===== config.mk =====
export PLATFORM = sky130hd
export DESIGN_NAME = noc_traffic_gen
export DESIGN_NICKNAME = d
export VERILOG_FILES = /design/src/rtl/noc_traffic_gen_pkg.sv /design/src/rtl/noc_traffic_gen_lfsr16.sv /design/src/rtl/noc_traffic_gen.sv
export SDC_FILE = /design/constraint.sdc
export NUM_CORES = 1
export LEC_CHECK = 0
export CORE_MARGIN = 1
export CORE_UTILIZATION = 50
export DETAILED_ROUTE_END_ITERATION = 12
export PLACE_DENSITY = 0.74
export SETUP_SLACK_MARGIN = 0.4
export SLEW_MARGIN = 20
export SYNTH_ARGS = -nofsm -noshare
export SYNTH_HDL_FRONTEND = slang
export SYNTH_SLANG_ARGS = --single-unit

===== constraint.sdc =====
create_clock -name clk -period 6.37 [get_ports clk]
set_input_delay 0.637 -clock clk [delete_from_list [all_inputs] [get_ports clk]]
set_output_delay 0.637 -clock clk [all_outputs]
set_load 0.03 [all_outputs]

===== src/rtl/noc_traffic_gen_pkg.sv =====
// noc_traffic_gen_pkg: shared pattern codes, payload field widths, FSM states and LFSR step
package noc_traffic_gen_pkg;

    localparam logic [1:0] TG_UNIFORM   = 2'd0;
    localparam logic [1:0] TG_TORNADO   = 2'd1;
    localparam logic [1:0] TG_BITCOMP   = 2'd2;
    localparam logic [1:0] TG_NEIGHBOUR = 2'd3;

    localparam int SEQ_W = 16;

    localparam logic [1:0] ST_IDLE = 2'd0;
    localparam logic [1:0] ST_SEND = 2'd1;
    localparam logic [1:0] ST_DONE = 2'd2;

    // Right-shifting Galois form of x^16+x^14+x^13+x^11+1
    function automatic logic [15:0] lfsr16_next(input logic [15:0] s);
        return {1'b0, s[15:1]} ^ (s[0] ? 16'hB400 : 16'h0000);
    endfunction

endpackage


===== src/rtl/noc_traffic_gen_lfsr16.sv =====
// noc_lfsr16: 16-bit Galois LFSR with reset seed and step enable
module noc_lfsr16
    import noc_traffic_gen_pkg::*;
#(
    parameter logic [15:0] SEED = 16'hACE1
) (
    input  logic        clk,
    input  logic        rst_n,
    input  logic        i_en,
    output logic [15:0] o_state
);

    logic [15:0] r_state;

    always_ff @(posedge clk or negedge rst_n) begin
        if (!rst_n)
            r_state <= SEED;
        else if (i_en)
            r_state <= lfsr16_next(r_state);
    end

    assign o_state = r_state;

endmodule


===== src/rtl/noc_traffic_gen.sv =====
// noc_traffic_gen: per-PE packet injector forming {dest, src, seq, ts} flits for the NoC PE port
module noc_traffic_gen
    import noc_traffic_gen_pkg::*;
#(
    parameter int          address      = 0,
    parameter int          numPE        = 8,
    parameter int          AddressWidth = $clog2(numPE),
    parameter int          DataWidth    = 32,
    parameter int          TotalWidth   = AddressWidth + DataWidth,
    parameter int          PktLimit     = 100,
    parameter logic [15:0] LfsrSeed     = 16'hACE1
) (
    input  logic                  clk,
    input  logic                  rst_n,
    input  logic                  i_enable,
    input  logic [1:0]            i_pattern,
    input  logic [7:0]            i_inject_rate,
    output logic [TotalWidth-1:0] o_data,
    output logic                  o_data_valid,
    input  logic                  i_data_ready,
    output logic [15:0]           o_sent_count,
    output logic                  o_done
);

    localparam int AW  = AddressWidth;
    localparam int TSW = DataWidth - AW - SEQ_W;

    localparam logic [AW-1:0] SRC      = AW'(address);
    localparam int            TORN_RAW = (address + (numPE + 1) / 2 - 1) % numPE;
    localparam logic [AW-1:0] DST_TORN = AW'((TORN_RAW == address) ? (address + 1) % numPE : TORN_RAW);
    localparam int            BC_RAW   = ~address & ((1 << AW) - 1);
    localparam logic [AW-1:0] DST_BC   = AW'((BC_RAW >= numPE) ? numPE - 1 - address : BC_RAW);
    localparam logic [AW-1:0] DST_NB   = AW'((address + 1) % numPE);

    logic [15:0]           w_lfsr;
    logic [7:0]            w_rb;
    logic [7:0]            w_rf;
    logic [AW-1:0]         w_dest;
    logic                  w_inj;
    logic                  w_hs;
    logic                  w_last;
    logic [15:0]           w_seq_ld;
    logic [TotalWidth-1:0] w_flit;

    logic [1:0]            r_state;
    logic [TotalWidth-1:0] r_data;
    logic [15:0]           r_cnt;
    logic [15:0]           r_seq;
    logic [TSW-1:0]        r_ts;

    noc_lfsr16 #(.SEED(LfsrSeed ^ 16'(address))) u_lfsr (
        .clk     (clk),
        .rst_n   (rst_n),
        .i_en    (1'b1),
        .o_state (w_lfsr)
    );

    // The masked byte is below 2*numPE, so one conditional subtract folds it into range
    assign w_rb = w_lfsr[15:8] & 8'((1 << AW) - 1);
    assign w_rf = (w_rb >= 8'(numPE)) ? w_rb - 8'(numPE) : w_rb;

    always_comb
        w_dest = (i_pattern == TG_UNIFORM) ? ((w_rf == 8'(address)) ? DST_NB : w_rf[AW-1:0]) :
                 (i_pattern == TG_TORNADO) ? DST_TORN :
                 (i_pattern == TG_BITCOMP) ? DST_BC : DST_NB;

    assign w_inj    = i_enable & ((i_inject_rate == 8'hFF) | (w_lfsr[7:0] < i_inject_rate));
    assign w_hs     = (r_state == ST_SEND) & i_data_ready;
    assign w_last   = (r_cnt + 16'd1) == 16'(PktLimit);
    assign w_seq_ld = w_hs ? r_seq + 16'd1 : r_seq;
    assign w_flit   = {w_dest, SRC, w_seq_ld, r_ts};

    always_ff @(posedge clk or negedge rst_n) begin
        if (!rst_n) begin
            r_state <= ST_IDLE;
            r_data  <= '0;
            r_cnt   <= '0;
            r_seq   <= '0;
            r_ts    <= '0;
        end else begin
            r_ts <= r_ts + 1'b1;
            if (r_state == ST_IDLE && w_inj) begin
                r_data  <= w_flit;
                r_state <= ST_SEND;
            end else if (w_hs) begin
                r_cnt <= r_cnt + 16'd1;
                r_seq <= r_seq + 16'd1;
                if (w_last)
                    r_state <= ST_DONE;
                else if (w_inj)
                    r_data <= w_flit;
                else
                    r_state <= ST_IDLE;
            end
        end
    end

    assign o_data       = r_data;
    assign o_data_valid = r_state == ST_SEND;
    assign o_sent_count = r_cnt;
    assign o_done       = r_state == ST_DONE;

endmodule


# [After elaboration in Yosys (flattened, before gate mapping)]
# Cells that the tools add are included.
# Widths: inputs -> output; s select.
[op_classes] addsub=4 magnitude_cmp=2 eq_ne=8 n_mux=15 bitwise=5 reduce_logical=9
[ops] cell="$mux 35" n=4
[ops] cell="$add 16x1->16 const B" n=2
[ops] cell="$mux 16" n=2
[ops] cell="$eq 16x7->1 const B" n=1
[ops] cell="$xor 15x16->16" n=1
[ops] cell="$add 13x1->13 const B" n=1
[ops] cell="$mux 3" n=4
[ops] cell="$eq 8x8->1 const B" n=1
[ops] cell="$logic_not 8->1" n=1
[ops] cell="$lt 8x8->1" n=1
[ops] cell="$mux 2" n=4
[ops] cell="$mux 8" n=1
[ops] cell="$sub 3x4->5 const B" n=1
[ops] cell="$eq 2x1->1 const B" n=2
[ops] cell="$eq 2x2->1 const B" n=2
[ops] cell="$ge 3x4->1 const B" n=1
[ops] cell="$logic_not 2->1" n=2
[ops] cell="$reduce_and 2->1" n=2
[ops] cell="$reduce_bool 2->1" n=2
[ops] cell="$ne 3x1->1 const B" n=1
[ops] cell="$reduce_and 3->1" n=1
[ops] cell="$and 1x1->1" n=2
[ops] cell="$ne 2x1->1 const B" n=1
[ops] cell="$logic_and 1x1->1" n=1
[ops] cell="2 further kinds" n=2
[totals] regBits=98 inputBits=14 output_inout_bits=53 word_cells=49

# [Logic depth before layout (Yosys ltp)]
# Gate-level depths: netlist (run 1).
[logic_depth] word_depth=9 mapped_depth=9 mapped_depth_nobuf=8

# [By module]
# From an unflattened synthesis (run 1), not the netlist that was laid out.
[hier_totals] cells_unflattened=370 area_unflattened_um2=4611.9
[by_module_without_submodules] module="noc_traffic_gen" n_inst=1 cells_each=330 area_each_um2=3956.3 seq_area_each_um2=1976.9
[by_module_without_submodules] module="noc_lfsr16" n_inst=1 cells_each=40 area_each_um2=655.6 seq_area_each_um2=410.4

# [Worst setup path after synthesis (run 1)]
# Ideal clock, no wire load.
[synth_timing] kind="register -> register" start="register r_cnt[1], in the netlist o_sent_count[1]" end="register r_data[10], in the netlist o_data[10]" setup_ns=0.125 arrival_time_ns=2.799 required_ns=6.245 path_slack_ns=3.446 stages_incl_launch_ff=10 n_path_buf=2 period_less_slack_ns=2.924 cell_sequence="dfrtp_1 > ha_1 > clkbuf_1 > or3b_1 > mux2i_1 > a31oi_1 > or4_1 > o211a_4 > buf_12 > mux2_4"
[synth_via] elab_chain_len=4
[synth_lines] element="start, declared" line_no="noc_traffic_gen.sv:47" source="logic [15:0] r_cnt;"
[synth_lines] element="start signal, assigned" line_no="noc_traffic_gen.sv:86" source="r_cnt <= r_cnt + 16'd1;"
[synth_lines] element="$add 16x1->16" line_no="noc_traffic_gen.sv:69" source="assign w_last = (r_cnt + 16'd1) == 16'(PktLimit);"
[synth_lines] element="$eq 16x7->1" line_no="noc_traffic_gen.sv:69"
[synth_lines] element="$ne 2x1->1 (no line)"
[synth_lines] element="$reduce_and 3->1 (no line)"
[synth_lines] element="end signal, assigned" line_no="noc_traffic_gen.sv:83" source="r_data <= w_flit;"
[synth_lines] element="end signal, assigned" line_no="noc_traffic_gen.sv:91" source="r_data <= w_flit;"
[synth_lines] element="end, declared" line_no="noc_traffic_gen.sv:46" source="logic [TotalWidth-1:0] r_data;"
# No other way between the ends.
# A chain may end at the register's enable or synchronous reset.

# [Worst setup path in the final report (run 1)]
[layout_timing] start="input i_inject_rate[1]" end="register r_data[0], in the netlist o_data[0]"
[layout_via] elab_chain_len=6 word_cells_on_any_way=10 classes_between="1 x order compare; 2 x eq/ne; 1 x mux; 2 x bitwise; 4 x reduce/logical"
[layout_lines] element="start, declared" line_no="noc_traffic_gen.sv:17" source="input logic [7:0] i_inject_rate,"
[layout_lines] element="$lt 8x8->1 / $eq 8x8->1 (equally long branches)" line_no="noc_traffic_gen.sv:67" source="assign w_inj = i_enable & ((i_inject_rate == 8'hFF) | (w_lfsr[7:0] < i_inject_rate));"
[layout_lines] element="$or 1x1->1 *" line_no="noc_traffic_gen.sv:67"
[layout_lines] element="$and 1x1->1 *" line_no="noc_traffic_gen.sv:67"
[layout_lines] element="$logic_and 1x1->1" line_no="noc_traffic_gen.sv:82" source="if (r_state == ST_IDLE && w_inj) begin"
[layout_lines] element="$ne 2x1->1 (no line) / $reduce_bool 2->1 (equally long branches)"
[layout_lines] element="$reduce_and 3->1 (no line)"
# Every way passes the cells marked *; elsewhere a longest branch is shown, timed or not.

==> flow_metrics.env, run 1 <==
export IMPL_placedCellCount=497
export IMPL_wirelength_mm=7.487
export IMPL_drive_gt1_frac=0.1569
export IMPL_io_pins=67
export IMPL_p_leak_nw=2.448
export IMPL_slew_violations=0
export IMPL_synth_area_sq_um=4344
export IMPL_gp_congestion=0.8607
export IMPL_path_class="input pin to register"
export IMPL_final_core_util=0.6251
export IMPL_start_util=0.5234
export IMPL_cp_startpoint="i_inject_rate[1]"
export IMPL_ys_ff_latch=95
export IMPL_slew_headroom=0.5359
export IMPL_yosysTopAreaCell="dfrtp_1"
export IMPL_antenna_found_initial=0
export IMPL_cts_tree="done"
export IMPL_netlist_top_cells_area="dfrtp_1 (50%), mux2_4 (10%), xnor2_1 (6.5%)"
export IMPL_post_cts_buffers=0
export IMPL_fin_tns_setup_ns=0
export IMPL_cts_repair_resized=0
export IMPL_dpl_cell_area_sq_um=4995
export IMPL_die_y_um=95.21
export IMPL_ir_drop_mv=0.1660
export IMPL_holdBufCountCts=0
export IMPL_grt_max_degree=58
export IMPL_cts_root_buf="clkbuf_8"
export IMPL_wl_per_cell_um=14.59
export IMPL_die_area_sq_um=9065
export IMPL_nets=430
export IMPL_multi_input_area_sq_um=1780
export IMPL_fmax_ghz=0.3273
export IMPL_hold_ws_ns=0.2214
export IMPL_cts_buffers=9
export IMPL_critPathLaunchType="input pin"
export IMPL_areaGrowthSynthToFinish_pct=19.41
export IMPL_min_period_ns=3.055
export IMPL_std_cell_rows=33
export IMPL_layout_common_cells="dfrtp_1 (87), clkdlybuf4s50_1 (62), xnor2_1 (32)"
export IMPL_clock_path_buffers=2
export IMPL_worstPathRequired_ns=6.62
export IMPL_fin_worst_skew_ns=0.006413
export IMPL_cts_max_level=3
export IMPL_powerDensity_nw_per_um2=296.3
export IMPL_synth_main_ff_cell="dfrtp_1"
export IMPL_crit_arrival_ns=3.30
export IMPL_vias=2718
export IMPL_grt_setup_unrepaired="no"
export IMPL_yosysTopAreaCellShare=0.5012
export IMPL_path_max_fanout=32
export IMPL_drc_errors=0
export IMPL_final_area_sq_um=5187
export IMPL_grt_overflow=0
export IMPL_r2r_start="o_sent_count[0]"
export IMPL_min_path_type="input pin to asynchronous set/reset pin"
export IMPL_coreArea_sq_um=8299
export IMPL_drt_iter0_drc=88
export IMPL_layout_commonest_cell="dfrtp_1"
export IMPL_final_hold_violation_count=0
export IMPL_n_fill_cell=651
export IMPL_synthArstFlopShare=1.000
export IMPL_grt_pass1_wl_mm=12.90
export IMPL_drv_cap=0
export IMPL_seqCellArea_sq_um=2387
export IMPL_status="finished clean"
export IMPL_endpoint_kind="register"
export IMPL_path_clk_slew_ns=0.09
export IMPL_syn_avg_cell_area_sq_um=12.74
export IMPL_drtAntennaViolNets=0
export IMPL_fin_crit_sh=0.4797
export IMPL_setup_violations=0
export IMPL_tightest_slew_ns=0.6962
export IMPL_antenna_cells=0
export IMPL_drt_first_pass_iters=4
export IMPL_cp_endpoint="o_data[0]"
export IMPL_cts_sinks=95
export IMPL_fin_cells=513
export IMPL_grt_pass1_vias=2659
export IMPL_clk_latency_ns=0.35
export IMPL_port_buffers=63
export IMPL_reg2reg_to="o_data[15]"
export IMPL_reg2reg_depth=7
export IMPL_dp_hpwl_mm=5.273
export IMPL_yosys_warnings=0
export IMPL_vias_per_cell=5.298
export IMPL_die_w_um=95.21
export IMPL_ys_seq_area_frac=0.5495
export IMPL_netlist_instances=341
export IMPL_grtUsageTotal=0.1861
export IMPL_synth_edf_count=0
export IMPL_yosysUniqueCellTypes=45
export IMPL_r2r_setup_slack_ns=3.36
state kept, by name, summed over array words and instances, names as in the netlist:
register / flops
o_data: 32
o_sent_count: 16
r_seq: 16
r_state: 2
r_ts: 13
u_lfsr.o_state: 16
worst min path at each step:
| stage | startpoint | end | slack (ns) | cells past startpoint |
|---|---|---|---|---|
| final | rst_n | o_sent_count[8] | 0.22 | 1 |
| after global routing | rst_n | o_sent_count[7] | 0.24 | 1 |
| after CTS | rst_n | o_sent_count[8] | 0.22 | 1 |
| after detailed placement | u_lfsr.o_state[12] | u_lfsr.o_state[11] | 0.34 | 0 |
| after global placement | u_lfsr.o_state[12] | u_lfsr.o_state[11] | 0.34 | 0 |
| after floorplan | u_lfsr.o_state[12] | u_lfsr.o_state[11] | 0.33 | 0 |
per-stage QoR:
stage          setup WS, ns  total power, mW
3_5_place_dp          2.904            1.172
4_1_cts               3.291            1.555
6_report              3.315            1.537
2_1_floorplan         3.446            1.035
5_1_grt               3.077            1.623
3_3_place_gp          2.960            1.163
synthesized netlist by cell type, types with 2 or more instances:
| cell | count |
|---|---|
| a21oi_1 | 2 |
| and3_1 | 10 |
| and3b_1 | 2 |
| and4_1 | 2 |
| buf_12 | 3 |
| buf_4 | 3 |
| clkbuf_1 | 8 |
| dfrtp_1 | 87 |
| dfstp_2 | 8 |
| ha_1 | 13 |
| inv_1 | 16 |
| mux2_2 | 4 |
| mux2_4 | 30 |
| mux2i_1 | 2 |
| nand2_1 | 22 |
| nand2b_1 | 3 |
| nand3_1 | 20 |
| nand3b_1 | 3 |
| nand4_1 | 13 |
| nor2_1 | 10 |
| nor2b_1 | 2 |
| nor3_1 | 4 |
| nor4_1 | 2 |
| o21a_1 | 2 |
| o21ai_0 | 4 |
| or4_1 | 3 |
| xnor2_1 | 32 |
| xor2_1 | 14 |
critical path: stages:
cell	delay, ns
clkdlybuf4s50_1	0.45
inv_1	0.04
ha_1	0.27
a2111oi_0	0.37
nor3_1	0.08
o21ai_0	0.39
o211a_4	0.65
mux2_2	0.40
area by class of cell:
cell class              instances  share of cell area
repair buffers                 64              0.1225
clock buffers                  11             0.02918
clock inverters                 5            0.007959
well taps                     105             0.02533
flip-flops and latches         95              0.4602
multi-input cells             217              0.3432
inverters                      16             0.01158
kinds of logic (layout without fill, tap and decap cells):
kind of cell             count (synthesis)  after routing  share of synthesized area
AO/OA/AOI/OAI                           19             19                    0.03399
XOR/XNOR                                46             46                    0.09274
adder cells (fa/ha/maj)                 13             13                    0.03744
buffers and inverters                   31             96                    0.04234
flip-flops                              95             95                     0.5495
multiplexers                            36             36                     0.1187
other                                    1              3                  0.0008632
AND/OR/NAND/NOR                        100            100                     0.1244
where the power goes:
| group | leakage (nW) | total (mW) | internal, mW | switching (mW) |
|---|---|---|---|---|
| Sequential | 1.23 | 0.757 | 0.667 | 0.0897 |
| Clock | 0.0922 | 0.377 | 0.166 | 0.211 |
| Combinational | 1.13 | 0.403 | 0.194 | 0.209 |
| Total | 2.45 | 1.54 | 1.03 | 0.510 |
layer usage:
metal	share of wire	vias up	routed length, um	global-route usage
met2	0.47	63	3538	0.2851
met4	0.013	0	94	0.07702
li1	-	1305	-	-
met5	0	-	0	0
met3	0.047	8	350	0.03828
met1	0.47	1342	3504	0.2579
Note: power is estimated with default switching activity, not from simulation.
==> run 2, diff against run 1 <==
==> constraint.sdc (replaced) <==
create_clock -name clk -period 3.05 [get_ports clk]
set_input_delay 0.305 -clock clk [delete_from_list [all_inputs] [get_ports clk]]
set_output_delay 0.305 -clock clk [all_outputs]
set_load 0.03 [all_outputs]
==> run 2 against run 1 <==
Against the previous run:
- global-route usage increased by 0.33 points
- design area rose by 3.5%
- routed wire length rose by 5.2%
- largest cell class unchanged
- combinational power grew 150%
- register-to-register slack worse by 3.0 ns
- die area is the same
- highest routed layer unchanged
- worst hold slack better by 0.15 ns
==> flow_metrics.env, run 2 (same netlist as run 1, synthesis figures left out) <==
export IMPL_endpoint_kind="register"
export IMPL_final_area_sq_um=5369
export IMPL_ir_drop_mv=0.3053
export IMPL_grt_setup_unrepaired="yes"
export IMPL_layout_common_cells="dfrtp_1 (82), clkdlybuf4s50_1 (62), xnor2_1 (32)"
export IMPL_drtAntennaViolNets=0
export IMPL_std_cell_rows=33
export IMPL_cp_cell_sequence="ha_4, or3b_1, mux2i_1, a31oi_1, or4_4, o211a_4, buf_16, mux2_4"
export IMPL_slowest_delay_ns=0.52
export IMPL_grt_overflow=0
export IMPL_fmax_ghz=0.3728
export IMPL_grtUsageTotal=0.1893
export IMPL_wirelength_mm=7.873
export IMPL_fin_tns_setup_ns=0
export IMPL_cts_sinks=95
export IMPL_crit_slowest_cell="or4_4"
export IMPL_gp_congestion=0.8760
export IMPL_port_buffers=63
export IMPL_powerDensity_nw_per_um2=623.7
export IMPL_largest_register_ffs=32
export IMPL_pwr_share_clk=0.233
export IMPL_r2r_start="o_sent_count[1]"
export IMPL_path_class="register to register"
export IMPL_cts_root_buf="clkbuf_8"
export IMPL_power_total_mw=3.349
export IMPL_crit_arrival_ns=2.92
export IMPL_antenna_found_initial=0
export IMPL_grt_pass1_wl_mm=13.11
export IMPL_drv_cap=0
export IMPL_final_hold_violation_count=0
export IMPL_path_clk_slew_ns=0.10
export IMPL_cp_depth=8
export IMPL_worstPathRequired_ns=3.29
export IMPL_post_place_ws_ns=0.1576
export IMPL_vias=2765
export IMPL_path_max_fanout=16
export IMPL_reg2reg_to="o_data[1]"
export IMPL_slew_violations=0
export IMPL_drt_first_pass_iters=4
export IMPL_setup_violations=0
export IMPL_drt_iter0_drc=112
export IMPL_fin_worst_skew_ns=0.007832
export IMPL_fin_crit_sh=0.8794
export IMPL_vias_per_cell=5.277
export IMPL_layout_commonest_cell="dfrtp_1"
export IMPL_status="finished clean"
export IMPL_min_period_ns=2.682
export IMPL_r2r_setup_slack_ns=0.37
export IMPL_crit_buf_inv=1
export IMPL_p_sw_frac=0.3407
export IMPL_p_leak_nw=2.518
export IMPL_die_y_um=95.21
export IMPL_reg2reg_depth=8
export IMPL_grt_pass1_vias=2794
export IMPL_slew_headroom=0.6247
export IMPL_dpl_cell_area_sq_um=5050
export IMPL_n_fill_cell=632
export IMPL_drc_errors=0
export IMPL_seqPwrFrac=0.469
export IMPL_min_path_type="register to register"
export IMPL_dp_hpwl_mm=5.316
export IMPL_start_util=0.5234
export IMPL_fin_cells=524
export IMPL_grt_max_degree=52
export IMPL_cp_startpoint="o_sent_count[1]"
export IMPL_tightest_slew_ns=0.5630
export IMPL_clock_path_buffers=2
export IMPL_io_pins=67
export IMPL_cts_max_level=3
export IMPL_pwr_share_comb=0.297
export IMPL_nets=441
export IMPL_placedCellCount=499
export IMPL_die_area_sq_um=9065
export IMPL_p_switching_mw=1.141
export IMPL_fin_ws_ns=0.3679
export IMPL_cts_tree="done"
export IMPL_cpLargestDelayFamily="simple AND/OR/NAND/NOR gates"
export IMPL_die_w_um=95.21
export IMPL_wl_per_cell_um=15.02
export IMPL_cts_buffers=9
export IMPL_antenna_cells=0
export IMPL_areaGrowthSynthToFinish_pct=23.59
export IMPL_cp_endpoint="o_data[1]"
export IMPL_clk_latency_ns=0.35
export IMPL_p_int_mw=2.208
export IMPL_critPathLaunchType="register"
export IMPL_drive_gt1_frac=0.1957
export IMPL_coreArea_sq_um=8299
[run 2: power by group through the flow]
| stage | clock network (mW) | logic (mW) | registers, mW |
|---|---|---|---|
| after floorplan | 0 | 0.465 | 1.72 |
| after global placement | 0 | 0.856 | 1.60 |
| after detailed placement | 0 | 0.880 | 1.61 |
| after CTS | 0.810 | 0.975 | 1.57 |
| after global routing | 0.859 | 1.06 | 1.59 |
| final | 0.782 | 0.995 | 1.57 |
[run 2: metal layers]
layer  global-route usage  vias up  wire, um  share of wire
met1               0.2446     1368      3584           0.46
met3              0.03828        4       366          0.046
met2               0.3196       70      3867           0.49
met5                    0        -         0              0
met4              0.06061        0        55         0.0070
li1                     -     1323         -              -
[run 2: worst min path at each step]
| stage | slack (ns) | startpoint | cells after the start | end |
|---|---|---|---|---|
| finish | 0.37 | u_lfsr.o_state[12] | 0 | u_lfsr.o_state[11] |
| detailed placement | 0.34 | rst_n | 1 | o_sent_count[7] |
| floorplan | 0.009 | rst_n | 0 | o_data[0] |
| global placement | 0.33 | rst_n | 1 | o_sent_count[7] |
| global route | 0.37 | u_lfsr.o_state[7] | 0 | u_lfsr.o_state[6] |
| CTS | 0.37 | u_lfsr.o_state[7] | 0 | u_lfsr.o_state[6] |
[run 2: cell type report]
class,instances,area (sq um),area share
multi-input cells,217,1815,0.3381
inverters,16,60.06,0.01119
well taps,105,131.4,0.02447
repair buffers,75,777.0,0.1447
clock inverters,7,67.56,0.01258
clock buffers,9,123.9,0.02307
flip-flops and latches,95,2394,0.4458
[run 2: timing repair]
action / 4_1_cts / 5_1_grt
buffers inserted: 5 / 2
pin swaps: 3 / 1
gates resized for setup: 5 / 4
hold endpoints to repair: 36 / 0
hold buffers: 1 / 0
gates cloned: 1 / 0
setup endpoints to repair: 32 / 32
[run 2: stage by stage]
stage | hold slack [ns] | utilization
after floorplan | 0.009409 | -
after global placement | 0.3342 | 0.6085
after detailed placement | 0.3433 | 0.6085
final | 0.3665 | 0.6469
after global routing | 0.3733 | 0.6469
after CTS | 0.3716 | 0.6425
